==> src/rtl/sha256_iter_core_if.sv <==
// sha256_iter_core_if
//   Job/result bus of the SHA-256 iterative core.
//   Ports (signals):
//     in_valid     job offered by the dispatcher
//     in_ready     core idle; a job is taken on an edge where in_valid & in_ready
//     digest_init  feed-forward IV H0..H7, H0 in [255:224]
//     digest_in    working state a..h after START_ROUND rounds, a in [255:224]
//     block_in     message words W0..W15, W0 in [511:480]
//     out_valid    digest_out valid, held until taken
//     out_ready    consumer takes the result
//     digest_out   result, registered
//   Handshake: a transfer happens on a rising edge where valid & ready are both
//   high. The producer holds valid and its payload steady until that edge, and
//   valid never depends combinationally on ready.
//   Modports: master = dispatcher/consumer side, slave = core side.
interface sha256_iter_core_if;
   logic         in_valid;
   logic         in_ready;
   logic [255:0] digest_init;
   logic [255:0] digest_in;
   logic [511:0] block_in;
   logic         out_valid;
   logic         out_ready;
   logic [255:0] digest_out;

   modport master (
      output in_valid, digest_init, digest_in, block_in, out_ready,
      input  in_ready, out_valid, digest_out
   );

   modport slave (
      input  in_valid, digest_init, digest_in, block_in, out_ready,
      output in_ready, out_valid, digest_out
   );
endinterface

==> src/rtl/sha256_iter_core.sv <==
// sha256_iter_core
//   SHA-256 compression core running UNROLL rounds per clock over a latched
//   512-bit block, optionally resuming from a mid-state that has already been
//   advanced START_ROUND rounds.
//   Parameters: UNROLL (1,2,4,8), START_ROUND (0..15, (64-START_ROUND)%UNROLL==0).
//   Ports:
//     CLK        rising-edge clock
//     RST        asynchronous, active-low reset
//     bus        sha256_iter_core_if.slave (job in, result out)
//     dbg_state  FSM state: 0 IDLE, 1 RUN, 2 DONE
//   Build option: SHA256_FEEDFORWARD_EN defined -> digest_out = a..h + digest_init
//   per word; undefined -> digest_out = raw a..h after round 63.
module sha256_iter_core #(
   parameter int UNROLL      = 1,
   parameter int START_ROUND = 0
) (
   input  logic                  CLK,
   input  logic                  RST,
   sha256_iter_core_if.slave     bus,
   output logic [1:0]            dbg_state
);

   if (!((UNROLL == 1) || (UNROLL == 2) || (UNROLL == 4) || (UNROLL == 8)) ||
       (START_ROUND < 0) || (START_ROUND > 15) ||
       (((64 - START_ROUND) % UNROLL) != 0)) begin : g_param_check
      $error("sha256_iter_core: illegal UNROLL/START_ROUND combination");
   end

   typedef enum logic [1:0] {
      IDLE = 2'd0,
      RUN  = 2'd1,
      DONE = 2'd2
   } state_t;

   localparam logic [31:0] K_ROM [64] = '{
      32'h428a2f98, 32'h71374491, 32'hb5c0fbcf, 32'he9b5dba5, 32'h3956c25b, 32'h59f111f1, 32'h923f82a4, 32'hab1c5ed5,
      32'hd807aa98, 32'h12835b01, 32'h243185be, 32'h550c7dc3, 32'h72be5d74, 32'h80deb1fe, 32'h9bdc06a7, 32'hc19bf174,
      32'he49b69c1, 32'hefbe4786, 32'h0fc19dc6, 32'h240ca1cc, 32'h2de92c6f, 32'h4a7484aa, 32'h5cb0a9dc, 32'h76f988da,
      32'h983e5152, 32'ha831c66d, 32'hb00327c8, 32'hbf597fc7, 32'hc6e00bf3, 32'hd5a79147, 32'h06ca6351, 32'h14292967,
      32'h27b70a85, 32'h2e1b2138, 32'h4d2c6dfc, 32'h53380d13, 32'h650a7354, 32'h766a0abb, 32'h81c2c92e, 32'h92722c85,
      32'ha2bfe8a1, 32'ha81a664b, 32'hc24b8b70, 32'hc76c51a3, 32'hd192e819, 32'hd6990624, 32'hf40e3585, 32'h106aa070,
      32'h19a4c116, 32'h1e376c08, 32'h2748774c, 32'h34b0bcb5, 32'h391c0cb3, 32'h4ed8aa4a, 32'h5b9cca4f, 32'h682e6ff3,
      32'h748f82ee, 32'h78a5636f, 32'h84c87814, 32'h8cc70208, 32'h90befffa, 32'ha4506ceb, 32'hbef9a3f7, 32'hc67178f2
   };

   function automatic logic [31:0] rotr(input logic [31:0] x, input int n);
      return (x >> n) | (x << (32 - n));
   endfunction

   function automatic logic [31:0] small_s0(input logic [31:0] x);
      return rotr(x, 7) ^ rotr(x, 18) ^ (x >> 3);
   endfunction

   function automatic logic [31:0] small_s1(input logic [31:0] x);
      return rotr(x, 17) ^ rotr(x, 19) ^ (x >> 10);
   endfunction

   // Message window: element 0 is W[t]. One step consumes W[t] and appends
   // W[t+16] = s1(W[t+14]) + W[t+9] + s0(W[t+1]) + W[t].
   function automatic logic [15:0][31:0] w_step(input logic [15:0][31:0] w);
      logic [31:0] w_new;
      w_new = small_s1(w[14]) + w[9] + small_s0(w[1]) + w[0];
      return {w_new, w[15:1]};
   endfunction

   // One compression round over packed a..h (a in [255:224]).
   function automatic logic [255:0] sha_round(input logic [255:0] s, input logic [31:0] k,
                                              input logic [31:0] w);
      logic [31:0] a, b, c, d, e, f, g, h, t1, t2;
      {a, b, c, d, e, f, g, h} = s;
      t1 = h + (rotr(e, 6) ^ rotr(e, 11) ^ rotr(e, 25)) + ((e & f) ^ (~e & g)) + k + w;
      t2 = (rotr(a, 2) ^ rotr(a, 13) ^ rotr(a, 22)) + ((a & b) ^ (a & c) ^ (b & c));
      return {t1 + t2, a, b, c, d + t1, e, f, g};
   endfunction

   state_t             state_q, state_d;
   logic [6:0]         t_q, t_d;
   logic [15:0][31:0]  w_q, w_d;
   logic [255:0]       s_q, s_d;
   logic               out_valid_q, out_valid_d;
   logic [255:0]       digest_q, digest_d;
`ifdef SHA256_FEEDFORWARD_EN
   logic [255:0]       iv_q, iv_d;
`else
   // The IV is not needed when the caller performs the feed-forward add.
   logic               unused_digest_init;
   assign unused_digest_init = ^bus.digest_init;
`endif

   always_ff @(posedge CLK or negedge RST) begin
      if (!RST) begin
         state_q     <= IDLE;
         t_q         <= '0;
         w_q         <= '0;
         s_q         <= '0;
         out_valid_q <= 1'b0;
         digest_q    <= '0;
`ifdef SHA256_FEEDFORWARD_EN
         iv_q        <= '0;
`endif
      end else begin
         state_q     <= state_d;
         t_q         <= t_d;
         w_q         <= w_d;
         s_q         <= s_d;
         out_valid_q <= out_valid_d;
         digest_q    <= digest_d;
`ifdef SHA256_FEEDFORWARD_EN
         iv_q        <= iv_d;
`endif
      end
   end

   always_comb begin : next_state_logic
      logic [15:0][31:0] win;
      logic [15:0][31:0] init_win;
      logic [255:0]      rs;
      logic [5:0]        kidx;

      state_d     = state_q;
      t_d         = t_q;
      w_d         = w_q;
      s_d         = s_q;
      out_valid_d = out_valid_q;
      digest_d    = digest_q;
`ifdef SHA256_FEEDFORWARD_EN
      iv_d        = iv_q;
`endif

      // UNROLL chained rounds t..t+UNROLL-1 from the registered state.
      win  = w_q;
      rs   = s_q;
      kidx = '0;
      for (int u = 0; u < UNROLL; u++) begin
         kidx = t_q[5:0] + 6'(u);
         rs   = sha_round(rs, K_ROM[kidx], win[0]);
         win  = w_step(win);
      end

      // A resumed job starts with the window already slid to W[START_ROUND].
      for (int i = 0; i < 16; i++) begin
         init_win[i] = bus.block_in[511 - 32*i -: 32];
      end
      for (int i = 0; i < START_ROUND; i++) begin
         init_win = w_step(init_win);
      end

      case (state_q)
         IDLE: begin
            if (bus.in_valid) begin
               state_d = RUN;
               t_d     = 7'(START_ROUND);
               w_d     = init_win;
               s_d     = bus.digest_in;
`ifdef SHA256_FEEDFORWARD_EN
               iv_d    = bus.digest_init;
`endif
            end
         end
         RUN: begin
            s_d = rs;
            w_d = win;
            t_d = t_q + 7'(UNROLL);
            if (t_q + 7'(UNROLL) == 7'd64) begin
               state_d     = DONE;
               out_valid_d = 1'b1;
`ifdef SHA256_FEEDFORWARD_EN
               for (int i = 0; i < 8; i++) begin
                  digest_d[32*i +: 32] = rs[32*i +: 32] + iv_q[32*i +: 32];
               end
`else
               digest_d = rs;
`endif
            end
         end
         DONE: begin
            if (bus.out_ready) begin
               state_d     = IDLE;
               out_valid_d = 1'b0;
            end
         end
         default: state_d = IDLE;
      endcase
   end

   assign bus.in_ready   = (state_q == IDLE);
   assign bus.out_valid  = out_valid_q;
   assign bus.digest_out = digest_q;
   assign dbg_state      = state_q;

endmodule

==> src/flat_wrapper.sv <==
// flat-port wrapper written by rule: the top's interface ports become plain ports
module sha256_iter_core_flat 
#(
   parameter int UNROLL      = 1,
   parameter int START_ROUND = 0
)
  (CLK, RST, dbg_state, bus_in_valid, bus_digest_init, bus_digest_in, bus_block_in, bus_out_ready, bus_in_ready, bus_out_valid, bus_digest_out);
  sha256_iter_core_if bus_i ();
  input  logic CLK;
  input  logic RST;
  output logic [1:0] dbg_state;
  input wire logic [$bits(bus_i.in_valid)-1:0] bus_in_valid;
  input wire logic [$bits(bus_i.digest_init)-1:0] bus_digest_init;
  input wire logic [$bits(bus_i.digest_in)-1:0] bus_digest_in;
  input wire logic [$bits(bus_i.block_in)-1:0] bus_block_in;
  input wire logic [$bits(bus_i.out_ready)-1:0] bus_out_ready;
  output wire logic [$bits(bus_i.in_ready)-1:0] bus_in_ready;
  output wire logic [$bits(bus_i.out_valid)-1:0] bus_out_valid;
  output wire logic [$bits(bus_i.digest_out)-1:0] bus_digest_out;
  assign bus_i.in_valid = bus_in_valid;
  assign bus_i.digest_init = bus_digest_init;
  assign bus_i.digest_in = bus_digest_in;
  assign bus_i.block_in = bus_block_in;
  assign bus_i.out_ready = bus_out_ready;
  assign bus_in_ready = bus_i.in_ready;
  assign bus_out_valid = bus_i.out_valid;
  assign bus_digest_out = bus_i.digest_out;
  sha256_iter_core #(.UNROLL(UNROLL), .START_ROUND(START_ROUND)) u_core (.CLK(CLK), .RST(RST), .bus(bus_i), .dbg_state(dbg_state));
endmodule
==> config.mk <==
export PLATFORM = sky130hd
export DESIGN_NAME = sha256_iter_core_flat
export DESIGN_NICKNAME = d
export VERILOG_FILES = /design/src/rtl/sha256_iter_core_if.sv /design/src/rtl/sha256_iter_core.sv /design/src/flat_wrapper.sv
export SDC_FILE = /design/constraint.sdc
export NUM_CORES = 2
export LEC_CHECK = 0
export ABC_CLOCK_PERIOD_IN_PS = 12500
export CORE_AREA = 2 2 508 510
export CTS_CLUSTER_DIAMETER = 30
export DETAILED_ROUTE_END_ITERATION = 10
export DIE_AREA = 0 0 510 512
export HOLD_SLACK_MARGIN = 0.03
export PLACE_DENSITY_LB_ADDON = 0.05
export SLEW_MARGIN = 25
export SYNTH_ARGS = -nofsm -noshare
export SYNTH_HDL_FRONTEND = slang
export SYNTH_SLANG_ARGS = --single-unit
==> constraint.sdc <==
create_clock -name CLK -period 12.5 [get_ports CLK]
set_input_delay 3.125 -clock CLK [delete_from_list [all_inputs] [get_ports CLK]]
set_output_delay 3.125 -clock CLK [all_outputs]
set_load 0.1 [all_outputs]
==> run metrics <==
status complete, no violations; Post-CTS Repair Setup Buffers 0; post-route ant nets 0; drt pass-1 iters 6; most frequent CP cell fa_1; cts hold-fix bufs 0; initial antenna violation count 100; Synth Register Bits 1034; worst-margin pin slew 1.118 ns; post-DP HPWL 251200 µm; Horiz. Die Dim 510 µm; commonest cells in the netlist nand2_1 (1146), dfrtp_1 (1034), a21oi_1 (638); Avg Inst Size Synth 9.082 µm²; Root Driver clkbuf_16; Die Area 0.2611 mm²; global-route wire length before repair 461300 µm; Net Count, Synth 8247; Distinct cells, synth 84; die extent in y 512 µm; Worst Path Required 13.28 ns; post-synth top area cell dfrtp_1; Worst-Skew Late Latency 0.95 ns; Max Cap Viol 0; unrepaired setup endpoints after global routing false; initial core utilization 24.47%; Largest stage delay, worst path 0.80 ns; Post-Route WL 333600 µm; area share of the largest cell type after synthesis 41.35%; crit path max fanout 14; Top FF cell, synth dfrtp_1; FF-to-FF End u_core.bus.digest_out[255]$_DFFE_PN0P_; vias in the first global route 57345; CP arrival 11.10 ns; Final Slew Violations 0; sequential share of the synthesized area 41.35%; Post-Synthesis Cells 6891; number of clock sinks 1034; kind of critical path reg2reg; final hold viol count 0; EDFF count, synth 0; CP endpoint u_core.bus.digest_out[255]$_DFFE_PN0P_; crit path capture type flip-flop; All-Layer GR Usage 24.91%; TritonCTS clock tree built; Critical R2R Launch u_core.t_q[1]$_DFFE_PN0P_; gpl congestion 0.9106; clk slew on worst S/H paths 0.04 ns; minimum clock period 10.33 ns; f_max 96.85 MHz; slew margin rel. 25.26%; Fillers 26479; most frequent cell after synthesis nand2_1; I/O Buffers 1031; initial DRC count 3946; cts bufs inserted 363; Row Count 186; Nets 9132; post_cts resized 0; Post-Syn Area 0.06258 mm²; first element of the critical path u_core.t_q[1]$_DFFE_PN0P_; Final Cycle Share 82.60%; setup_tns 0 ns; CP max-delay cell ha_1; clock skew 0.1132 ns; # IOs 1288; worst reg-to-reg path cell count 31; Vias 55873; routed length per placed instance 29.08 µm; via density per instance 4.871; Worst setup SP type flip-flop; Reg area 0.02589 mm²; area of the multi-input gates 0.03366 mm²; worst hold path type reg2reg; share of layout cells above drive strength 1 12.80%; r2r setup slk 2.17 ns; Final Setup Violations 0; Max Root-Sink Buffers 4; core area 0.2558 mm²; ys async rst share 100.0%; DRC 0; Synth warnings 0; Synth area leaders dfrtp_1 (41%), nand2_1 (6.9%), and3b_1 (6.2%); Area growth syn-to-layout 40.24%; H-tree Lvls 5; total grt overflow 0; pin count of the biggest net entering global routing 240
==> worst min-delay path by stage <==
| stage | startpoint | end | depth (start not counted) |
|---|---|---|---|
| 3_3_place_gp | u_core.bus.digest_out[226]$_DFFE_PN0P_ | u_core.bus.digest_out[226]$_DFFE_PN0P_ | 2 |
| 4_1_cts | u_core.next_state_logic.win[326]$_DFFE_PN0P_ | u_core.next_state_logic.win[326]$_DFFE_PN0P_ | 2 |
| 5_1_grt | u_core.next_state_logic.win[326]$_DFFE_PN0P_ | u_core.next_state_logic.win[326]$_DFFE_PN0P_ | 2 |
| 2_1_floorplan | u_core.next_state_logic.win[310]$_DFFE_PN0P_ | u_core.next_state_logic.win[310]$_DFFE_PN0P_ | 2 |
| 3_5_place_dp | u_core.next_state_logic.win[326]$_DFFE_PN0P_ | u_core.next_state_logic.win[326]$_DFFE_PN0P_ | 2 |
| 6_report | u_core.next_state_logic.win[33]$_DFFE_PN0P_ | u_core.next_state_logic.win[33]$_DFFE_PN0P_ | 2 |
==> cell usage in the layout (no fill, tap or decap), types with 79 or more instances in the layout <==
master           instances
fa_1                   187
clkbuf_16              366
a31oi_1                294
clkbuf_8                98
ha_1                   141
nand2_1               1146
and3b_1                440
xnor2_1                284
o21ai_0                622
inv_1                  183
xor2_1                  79
buf_4                  106
clkdlybuf4s50_1        976
a21oi_1                638
mux2_2                 258
dfrtp_1               1028
nor2_1                 413
==> critical path: cells and delay by family (launching register included) <==
family                     cells  cell delay, ns
adders and majority gates      8            3.73
AOI/OAI and AO/OA             13            3.69
and+or+nand+nor                6            1.22
DFF                            1            0.77
xor gates and xnor gates       2            0.69
buffers and inverters          2            0.13
==> layout make-up <==
cell class | instances | share of cell area, %
multi-input cells | 5059 | 38.36
inverters | 185 | 0.7912
diodes | 42 | 0.1198
flip-flops and latches | 1034 | 29.50
well taps | 3384 | 4.824
repair buffers | 1133 | 12.63
clock buffers | 533 | 12.27
clock inverters | 101 | 1.507
==> logic make-up after synthesis <==
logic type,synth area share [%]
flip-flops,41.35
AND/OR/NAND/NOR,17.52
XOR/XNOR,5.116
multiplexers,5.074
adder cells (fa/ha/maj),9.137
buffers and inverters,4.928
AO/OA/AOI/OAI,16.88
==> metrics by stage <==
step | setup WS (ns) | cells | area, µm² | hold WS [ns] | util [%]
after CTS | 2.275 | 11428 | 87670 | 0.4794 | 34.28
after global routing | 1.609 | 11447 | 87700 | 0.4964 | 34.29
after floorplan | 4.243 | 6891 | 62580 | 0.4497 | -
after global placement | 2.300 | 10793 | 75670 | 0.4629 | 29.59
final | 2.175 | 11471 | 87760 | 0.4750 | 34.31
after detailed placement | 2.299 | 10794 | 75580 | 0.4700 | 29.55
==> flip-flops by register name, summed over array words and instances, names as in the netlist <==
register                     flops
u_core.bus.out_valid             1
u_core.w_q                      32
u_core.next_state_logic.win    480
u_core.bus.digest_out          256
u_core.t_q                       7
u_core.s_q                     256
u_core.dbg_state                 2
==> per-layer routing <==
metal / share of wire (%) / up-vias / GRT usage, %
met3: 6.5 / 500 / 6.221
met2: 44 / 1616 / 37.90
met5: 0.12 / - / 0
met1: 46 / 27969 / 34.58
met4: 2.9 / 66 / 7.345
li1: - / 25722 / -
Power is not shown: default switching activity piles up to over one toggle a cycle in this logic, so the estimate is an artifact.
